[config.mk]
export PLATFORM = sky130hd
export DESIGN_NAME = instr_decode_queue
export DESIGN_NICKNAME = d
export VERILOG_FILES = /design/src/rtl/instr_decode_queue_pkg.sv /design/src/rtl/instr_decode_queue_classifier.sv /design/src/rtl/instr_decode_queue.sv
export SDC_FILE = /design/constraint.sdc
export NUM_CORES = 1
export LEC_CHECK = 0
export CAP_MARGIN = 20
export CORE_UTILIZATION = 43
export DETAILED_ROUTE_END_ITERATION = 10
export GPL_ROUTABILITY_DRIVEN = 0
export PLACE_DENSITY = 0.67
export SKIP_CTS_REPAIR_TIMING = 1
export SYNTH_ARGS = -nofsm -noshare
export SYNTH_HDL_FRONTEND = slang
export SYNTH_SLANG_ARGS = --single-unit
export TNS_END_PERCENT = 5
[constraint.sdc]
create_clock -name clk -period 3.2 [get_ports clk]
set_input_delay 0.64 -clock clk [delete_from_list [all_inputs] [get_ports clk]]
set_output_delay 0.64 -clock clk [all_outputs]
set_load 0.05 [all_outputs]
[src/rtl/instr_decode_queue_pkg.sv]
// Shared decode definitions for the instruction decode queue.
// Contents: class bit indices (one-hot position in the class vector),
// opcode/funct encodings, sub-op codes, and a decode-result struct with
// a constructor helper.
package instr_decode_pkg;

   localparam int unsigned CLASS_W = 10;
   localparam int unsigned SUBOP_W = 4;

   // Bit positions within the one-hot class vector
   localparam int unsigned CLS_RRCAL = 0;
   localparam int unsigned CLS_RICAL = 1;
   localparam int unsigned CLS_LM    = 2;
   localparam int unsigned CLS_SM    = 3;
   localparam int unsigned CLS_MD    = 4;
   localparam int unsigned CLS_B     = 5;
   localparam int unsigned CLS_J     = 6;
   localparam int unsigned CLS_NOP   = 7;
   localparam int unsigned CLS_EXT   = 8;
   localparam int unsigned CLS_ILL   = 9;

   // Primary opcodes (instr[31:26])
   localparam logic [5:0] OP_SPECIAL = 6'b000000;
   localparam logic [5:0] OP_JAL     = 6'b000011;
   localparam logic [5:0] OP_BEQ     = 6'b000100;
   localparam logic [5:0] OP_BNE     = 6'b000101;
   localparam logic [5:0] OP_ADDI    = 6'b001000;
   localparam logic [5:0] OP_ANDI    = 6'b001100;
   localparam logic [5:0] OP_ORI     = 6'b001101;
   localparam logic [5:0] OP_LUI     = 6'b001111;
   localparam logic [5:0] OP_LB      = 6'b100000;
   localparam logic [5:0] OP_LH      = 6'b100001;
   localparam logic [5:0] OP_LW      = 6'b100011;
   localparam logic [5:0] OP_SB      = 6'b101000;
   localparam logic [5:0] OP_SH      = 6'b101001;
   localparam logic [5:0] OP_SW      = 6'b101011;
   localparam logic [5:0] OP_EXT     = 6'b111111;

   // Function codes (instr[5:0]) under OP_SPECIAL
   localparam logic [5:0] FN_ADD   = 6'b100000;
   localparam logic [5:0] FN_SUB   = 6'b100010;
   localparam logic [5:0] FN_AND   = 6'b100100;
   localparam logic [5:0] FN_OR    = 6'b100101;
   localparam logic [5:0] FN_SLT   = 6'b101010;
   localparam logic [5:0] FN_SLTU  = 6'b101011;
   localparam logic [5:0] FN_MULT  = 6'b011000;
   localparam logic [5:0] FN_MULTU = 6'b011001;
   localparam logic [5:0] FN_DIV   = 6'b011010;
   localparam logic [5:0] FN_DIVU  = 6'b011011;
   localparam logic [5:0] FN_MFHI  = 6'b010000;
   localparam logic [5:0] FN_MFLO  = 6'b010010;
   localparam logic [5:0] FN_MTHI  = 6'b010001;
   localparam logic [5:0] FN_MTLO  = 6'b010011;
   localparam logic [5:0] FN_JR    = 6'b001000;

   // Sub-op codes (index within class)
   localparam logic [SUBOP_W-1:0] SUB_NONE  = 4'd0;
   localparam logic [SUBOP_W-1:0] SUB_ADD   = 4'd0;
   localparam logic [SUBOP_W-1:0] SUB_SUB   = 4'd1;
   localparam logic [SUBOP_W-1:0] SUB_AND   = 4'd2;
   localparam logic [SUBOP_W-1:0] SUB_OR    = 4'd3;
   localparam logic [SUBOP_W-1:0] SUB_SLT   = 4'd4;
   localparam logic [SUBOP_W-1:0] SUB_SLTU  = 4'd5;
   localparam logic [SUBOP_W-1:0] SUB_ADDI  = 4'd0;
   localparam logic [SUBOP_W-1:0] SUB_ANDI  = 4'd1;
   localparam logic [SUBOP_W-1:0] SUB_ORI   = 4'd2;
   localparam logic [SUBOP_W-1:0] SUB_LUI   = 4'd3;
   localparam logic [SUBOP_W-1:0] SUB_BYTE  = 4'd0;
   localparam logic [SUBOP_W-1:0] SUB_HALF  = 4'd1;
   localparam logic [SUBOP_W-1:0] SUB_WORD  = 4'd2;
   localparam logic [SUBOP_W-1:0] SUB_MULT  = 4'd0;
   localparam logic [SUBOP_W-1:0] SUB_MULTU = 4'd1;
   localparam logic [SUBOP_W-1:0] SUB_DIV   = 4'd2;
   localparam logic [SUBOP_W-1:0] SUB_DIVU  = 4'd3;
   localparam logic [SUBOP_W-1:0] SUB_MFHI  = 4'd4;
   localparam logic [SUBOP_W-1:0] SUB_MFLO  = 4'd5;
   localparam logic [SUBOP_W-1:0] SUB_MTHI  = 4'd6;
   localparam logic [SUBOP_W-1:0] SUB_MTLO  = 4'd7;
   localparam logic [SUBOP_W-1:0] SUB_BEQ   = 4'd0;
   localparam logic [SUBOP_W-1:0] SUB_BNE   = 4'd1;
   localparam logic [SUBOP_W-1:0] SUB_JAL   = 4'd0;
   localparam logic [SUBOP_W-1:0] SUB_JR    = 4'd1;

   typedef struct packed {
      logic [CLASS_W-1:0] cls;
      logic [SUBOP_W-1:0] subop;
   } decode_t;

   function automatic decode_t mk_dec(input int unsigned cls_idx,
                                      input logic [SUBOP_W-1:0] sub);
      decode_t d;
      d.cls          = '0;
      d.cls[cls_idx] = 1'b1;
      d.subop        = sub;
      return d;
   endfunction

endpackage

[src/rtl/instr_decode_queue_classifier.sv]
// Purely combinational instruction classifier.
// Ports: instr_i (32-bit raw word) -> class_o (one-hot CLASS_W), subop_o.
// Build option: DECODE_EXT_OP_EN maps opcode 111111 to class EXT; when
// undefined that opcode falls through to ILL.
module instr_classifier
   import instr_decode_pkg::*;
(
   input  logic [31:0]        instr_i,
   output logic [CLASS_W-1:0] class_o,
   output logic [SUBOP_W-1:0] subop_o
);

   logic [5:0] op;
   logic [5:0] funct;
   decode_t    dec;

   assign op    = instr_i[31:26];
   assign funct = instr_i[5:0];

   always_comb begin
      dec = mk_dec(CLS_ILL, SUB_NONE);
      // All-zero word is the canonical NOP and wins over the SPECIAL decode
      if (instr_i == '0) begin
         dec = mk_dec(CLS_NOP, SUB_NONE);
      end else begin
         case (op)
            OP_SPECIAL: begin
               case (funct)
                  FN_ADD:   dec = mk_dec(CLS_RRCAL, SUB_ADD);
                  FN_SUB:   dec = mk_dec(CLS_RRCAL, SUB_SUB);
                  FN_AND:   dec = mk_dec(CLS_RRCAL, SUB_AND);
                  FN_OR:    dec = mk_dec(CLS_RRCAL, SUB_OR);
                  FN_SLT:   dec = mk_dec(CLS_RRCAL, SUB_SLT);
                  FN_SLTU:  dec = mk_dec(CLS_RRCAL, SUB_SLTU);
                  FN_MULT:  dec = mk_dec(CLS_MD, SUB_MULT);
                  FN_MULTU: dec = mk_dec(CLS_MD, SUB_MULTU);
                  FN_DIV:   dec = mk_dec(CLS_MD, SUB_DIV);
                  FN_DIVU:  dec = mk_dec(CLS_MD, SUB_DIVU);
                  FN_MFHI:  dec = mk_dec(CLS_MD, SUB_MFHI);
                  FN_MFLO:  dec = mk_dec(CLS_MD, SUB_MFLO);
                  FN_MTHI:  dec = mk_dec(CLS_MD, SUB_MTHI);
                  FN_MTLO:  dec = mk_dec(CLS_MD, SUB_MTLO);
                  FN_JR:    dec = mk_dec(CLS_J, SUB_JR);
                  default:  ;
               endcase
            end
            OP_ADDI: dec = mk_dec(CLS_RICAL, SUB_ADDI);
            OP_ANDI: dec = mk_dec(CLS_RICAL, SUB_ANDI);
            OP_ORI:  dec = mk_dec(CLS_RICAL, SUB_ORI);
            OP_LUI:  dec = mk_dec(CLS_RICAL, SUB_LUI);
            OP_LB:   dec = mk_dec(CLS_LM, SUB_BYTE);
            OP_LH:   dec = mk_dec(CLS_LM, SUB_HALF);
            OP_LW:   dec = mk_dec(CLS_LM, SUB_WORD);
            OP_SB:   dec = mk_dec(CLS_SM, SUB_BYTE);
            OP_SH:   dec = mk_dec(CLS_SM, SUB_HALF);
            OP_SW:   dec = mk_dec(CLS_SM, SUB_WORD);
            OP_BEQ:  dec = mk_dec(CLS_B, SUB_BEQ);
            OP_BNE:  dec = mk_dec(CLS_B, SUB_BNE);
            OP_JAL:  dec = mk_dec(CLS_J, SUB_JAL);
`ifdef DECODE_EXT_OP_EN
            OP_EXT:  dec = mk_dec(CLS_EXT, SUB_NONE);
`endif
            default: ;
         endcase
      end
   end

   assign class_o = dec.cls;
   assign subop_o = dec.subop;

endmodule

[src/rtl/instr_decode_queue.sv]
// Registered decode front-end: classifies fetched instructions at enqueue
// and buffers {instr, pc, class, subop} in a DEPTH-entry FIFO for the D stage.
// Ports: clk, reset (async, active-high), flush;
//   in_valid/in_ready/in_instr/in_pc    - fetch side
//   out_valid/out_ready/out_instr/out_pc/out_class/out_subop - decode side
//   illegal_cnt - saturating count of ILL instructions enqueued.
// Build option: DECODE_EXT_OP_EN (see instr_classifier).
module instr_decode_queue
   import instr_decode_pkg::*;
#(
   parameter int unsigned DEPTH = 4,
   parameter int unsigned PC_W  = 32,
   parameter int unsigned CNT_W = 8
) (
   input  logic               clk,
   input  logic               reset,
   input  logic               flush,
   input  logic               in_valid,
   output logic               in_ready,
   input  logic [31:0]        in_instr,
   input  logic [PC_W-1:0]    in_pc,
   output logic               out_valid,
   input  logic               out_ready,
   output logic [31:0]        out_instr,
   output logic [PC_W-1:0]    out_pc,
   output logic [CLASS_W-1:0] out_class,
   output logic [SUBOP_W-1:0] out_subop,
   output logic [CNT_W-1:0]   illegal_cnt
);

   localparam int unsigned AW       = $clog2(DEPTH);
   localparam logic [AW:0] FULL_CNT = (AW+1)'(DEPTH);

   logic [AW-1:0]      wr_ptr_q, wr_ptr_d;
   logic [AW-1:0]      rd_ptr_q, rd_ptr_d;
   logic [AW:0]        count_q, count_d;
   logic [CNT_W-1:0]   ill_cnt_q, ill_cnt_d;

   logic [31:0]        instr_mem [DEPTH];
   logic [PC_W-1:0]    pc_mem    [DEPTH];
   logic [CLASS_W-1:0] class_mem [DEPTH];
   logic [SUBOP_W-1:0] subop_mem [DEPTH];

   logic [CLASS_W-1:0] in_class;
   logic [SUBOP_W-1:0] in_subop;
   logic               push, pop, wr_en;

   instr_classifier u_classifier (
      .instr_i (in_instr),
      .class_o (in_class),
      .subop_o (in_subop)
   );

   assign in_ready  = (count_q != FULL_CNT);
   assign out_valid = (count_q != '0);
   assign push      = in_valid & in_ready;
   assign pop       = out_valid & out_ready;
   // Flush discards the same-cycle push, so storage is not written either
   assign wr_en     = push & ~flush;

   always_comb begin
      wr_ptr_d  = wr_ptr_q;
      rd_ptr_d  = rd_ptr_q;
      count_d   = count_q;
      ill_cnt_d = ill_cnt_q;
      if (flush) begin
         wr_ptr_d = '0;
         rd_ptr_d = '0;
         count_d  = '0;
      end else begin
         if (push) wr_ptr_d = wr_ptr_q + AW'(1);
         if (pop)  rd_ptr_d = rd_ptr_q + AW'(1);
         case ({push, pop})
            2'b10:   count_d = count_q + (AW+1)'(1);
            2'b01:   count_d = count_q - (AW+1)'(1);
            default: ;
         endcase
         if (push && in_class[CLS_ILL] && (ill_cnt_q != '1))
            ill_cnt_d = ill_cnt_q + CNT_W'(1);
      end
   end

   always_ff @(posedge clk or posedge reset) begin
      if (reset) begin
         wr_ptr_q  <= '0;
         rd_ptr_q  <= '0;
         count_q   <= '0;
         ill_cnt_q <= '0;
      end else begin
         wr_ptr_q  <= wr_ptr_d;
         rd_ptr_q  <= rd_ptr_d;
         count_q   <= count_d;
         ill_cnt_q <= ill_cnt_d;
      end
   end

   // Storage needs no reset: head outputs are masked while the queue is empty
   always_ff @(posedge clk) begin
      if (wr_en) begin
         instr_mem[wr_ptr_q] <= in_instr;
         pc_mem[wr_ptr_q]    <= in_pc;
         class_mem[wr_ptr_q] <= in_class;
         subop_mem[wr_ptr_q] <= in_subop;
      end
   end

   assign out_instr   = out_valid ? instr_mem[rd_ptr_q] : '0;
   assign out_pc      = out_valid ? pc_mem[rd_ptr_q]    : '0;
   assign out_class   = out_valid ? class_mem[rd_ptr_q] : '0;
   assign out_subop   = out_valid ? subop_mem[rd_ptr_q] : '0;
   assign illegal_cnt = ill_cnt_q;

endmodule

==> results.sh <==
export IMPL_outcome="finished clean"
export IMPL_synth_cells=644
export IMPL_h_tree_depth=2
export IMPL_synth_distinct_cells=52
export IMPL_rows=62
export IMPL_critPathArrivalTime_ns=2.38
export IMPL_die_area_mm2=0.0304
export IMPL_end_kind="primary output"
export IMPL_ir_drop_uv=687
export IMPL_fin_crit_ns=3.02
export IMPL_worst_slew_pin_slew_ns=0.592
export IMPL_ys_ff_latch=319
export IMPL_wl_um=26200
export IMPL_yosys_warnings=0
export IMPL_reg2regPathDepth=7
export IMPL_finalCritPeriodShare=0.945
export IMPL_crit_path_start_kind="flop"
export IMPL_core_area_mm2=0.0289
export IMPL_synth_edf_count=304
export IMPL_clock_sinks=319
export IMPL_num_vias=6608
export IMPL_drtIter0Drc=522
export IMPL_port_buffer_count=154
export IMPL_ys_seq_area_frac=0.745
export IMPL_cts_tree="yes"
export IMPL_async_flop_share=0.0470
export IMPL_antenna_found_initial=0
export IMPL_hold_class="in2async"
export IMPL_slew_limit_headroom=0.604
export IMPL_cts_buffers=36
export IMPL_slew_violations=0
export IMPL_die_h_um=174
export IMPL_ant_nets=0
export IMPL_setup_violations=0
export IMPL_ys_flop_type="edfxtp_1"
export IMPL_final_cells=1242
export IMPL_hold_viol=0
export IMPL_fin_util=0.553
export IMPL_max_cap_violations=0
export IMPL_hold_worst_slack_ns=0.486
export IMPL_crit_type="reg2out"
export IMPL_overflow=0
export IMPL_drive_above_1_share=0.289
export IMPL_pin_count=157
export IMPL_die_width_um=174
export IMPL_drcViolationCount=0
export IMPL_timing_rr_start="count_q[0]"
export IMPL_start_util=0.441
export IMPL_skew_ns=0.0196
export IMPL_diodes=0
export IMPL_rrSetupSlack_ns=1.01
export IMPL_cp_max_fo=12
export IMPL_area_growth_pct=25.4
export IMPL_vias_per_cell=5.32
export IMPL_path_clk_slew_ns=0.06
export IMPL_tns_ns=0
export IMPL_netlist_area_mm2=0.0128
export IMPL_dr_pass1_iters=5
export IMPL_cts_root_buf="clkbuf_16"
export IMPL_wl_per_cell_um=21.1
export IMPL_gr_usage_all_layers=0.176
export IMPL_grt_max_degree=58
export IMPL_clk_latency_ns=0.52
export IMPL_grt_pass1_vias=7141
export IMPL_leakage_nw=5.38
export IMPL_avgSynthCellArea_um2=19.8
export IMPL_rsz0062_at_grt="no"
export IMPL_dp_cells=1175
export IMPL_nFillCells=2214
export IMPL_worstReg2RegEnd="count_q[2]"
export IMPL_clk_path_buf_depth=3
export IMPL_grt_first_pass_wirelength_um=40500
export IMPL_nets=905
export IMPL_dpl_hpwl_um=16300
export IMPL_cp_required_ns=2.56
export IMPL_fmax_ghz=0.331
export IMPL_p_per_area_mw_per_mm2=918
## synthesized netlist by cell type, drive strengths merged (2+ instances only)
library cell,count,share of area
a21oi,9,0.0035
a31oi,3,0.0015
and2,83,0.041
and3,3,0.0015
and3b,2,0.0014
and4,2,0.0014
buf,17,0.0076
clkbuf,20,0.0059
dfrtp,15,0.029
edfxtp,304,0.72
ha,5,0.0049
inv,6,0.0018
mux2,2,0.0021
mux4,76,0.13
nand2,9,0.0032
nand2b,4,0.0020
nand3,9,0.0035
nand4,5,0.0025
nor2,14,0.0043
nor2b,9,0.0044
nor3,6,0.0024
nor4,4,0.0020
o21ai,4,0.0016
xnor2,10,0.0069
xor2,2,0.0014
## state kept, by name, summed over array words and instances, names as in the netlist
signal       count
rd_ptr_q         2
subop_mem       12
pc_mem         128
wr_ptr_q         2
count_q          3
class_mem       36
instr_mem      128
illegal_cnt      8
## worst max-delay path, cell delays in order, from the launching register on
cell and delay (ns):
dfrtp_4 0.67, buf_4 0.32, mux4_2 0.53, and2_1 0.18
buf_4 0.18
## report_power, final
group          switching [W]  leakage (nW)  internal [W]
sequential          0.000190          2.98       0.00490
combinational        0.00365          1.84       0.00201
clock                0.00159         0.558       0.00233
total                0.00543          5.38       0.00925
## kinds of logic (layout without fill, tap and decap cells)
logic type / Yosys count / count (layout) / synth area share
compound gates: 27 / 27 / 0.0135
xor+xnor: 12 / 12 / 0.00824
fa+ha+maj: 6 / 6 / 0.00647
buf+inv: 43 / 256 / 0.0153
flops: 319 / 319 / 0.745
mux: 79 / 79 / 0.137
other cells: 1 / 2 / 0.000294
simple gates: 157 / 157 / 0.0741
## layer usage
layer  routed length (µm)  track usage  vias up
li1                     -            -     2949
met1                10600        0.222     3404
met2                13500        0.306      223
met3                 1520       0.0378       32
met4                  505       0.0461        0
met5                    0            0        -
## metrics by stage
step / setup WS, ns / power (W) / area (µm²)
after global placement: 0.128 / 0.0108 / 14800
after global routing: 0.0575 / 0.0153 / 16000
final: 0.177 / 0.0147 / 16000
after floorplan: -0.384 / 0.00904 / 12800
after detailed placement: 0.000675 / 0.0109 / 14800
after CTS: -0.0837 / 0.0148 / 16000
## how the worst max path moves through the flow
stage	end	slack, ns	depth (start not counted)	start
4_1_cts	out_instr[0]	-0.08	4	count_q[0]
3_3_place_gp	illegal_cnt[6]	0.13	8	in_instr[4]
6_report	out_pc[18]	0.18	4	rd_ptr_q[0]
3_5_place_dp	illegal_cnt[5]	0.0007	8	in_instr[5]
2_1_floorplan	class_mem[2][0]	-0.38	4	count_q[2]
5_1_grt	out_pc[22]	0.06	4	rd_ptr_q[0]
## cells in the final DEF, fill, tap and decap left out, types with 3 or more instances in the layout
cell type,instances
edfxtp_1,304
buf_4,92
and2_1,79
clkdlybuf4s50_1,78
mux4_2,76
clkbuf_16,36
nor2_1,13
dfrtp_1,13
buf_12,12
xnor2_1,10
nand3_1,9
nor2b_1,9
a21oi_1,9
nand2_1,8
clkinv_1,8
clkinv_2,7
nor3_1,6
inv_1,6
nand4_1,5
ha_1,5
clkbuf_1,5
nor4_1,4
nand2b_1,4
o21ai_0,4
and2_4,4
a31oi_1,3
and3_1,3
clkinvlp_4,3
bufinv_16,3
## layout make-up
class | instances | area (µm²) | area share
inverter | 6 | 22.5 | 0.00141
timing repair buffer | 184 | 1750 | 0.109
clock inverter | 25 | 231 | 0.0145
tap | 384 | 480 | 0.0300
multi-input combinational | 283 | 3080 | 0.192
clock buffer | 41 | 920 | 0.0575
sequential | 319 | 9510 | 0.595
No activity file was read; power rests on OpenSTA's default activity.
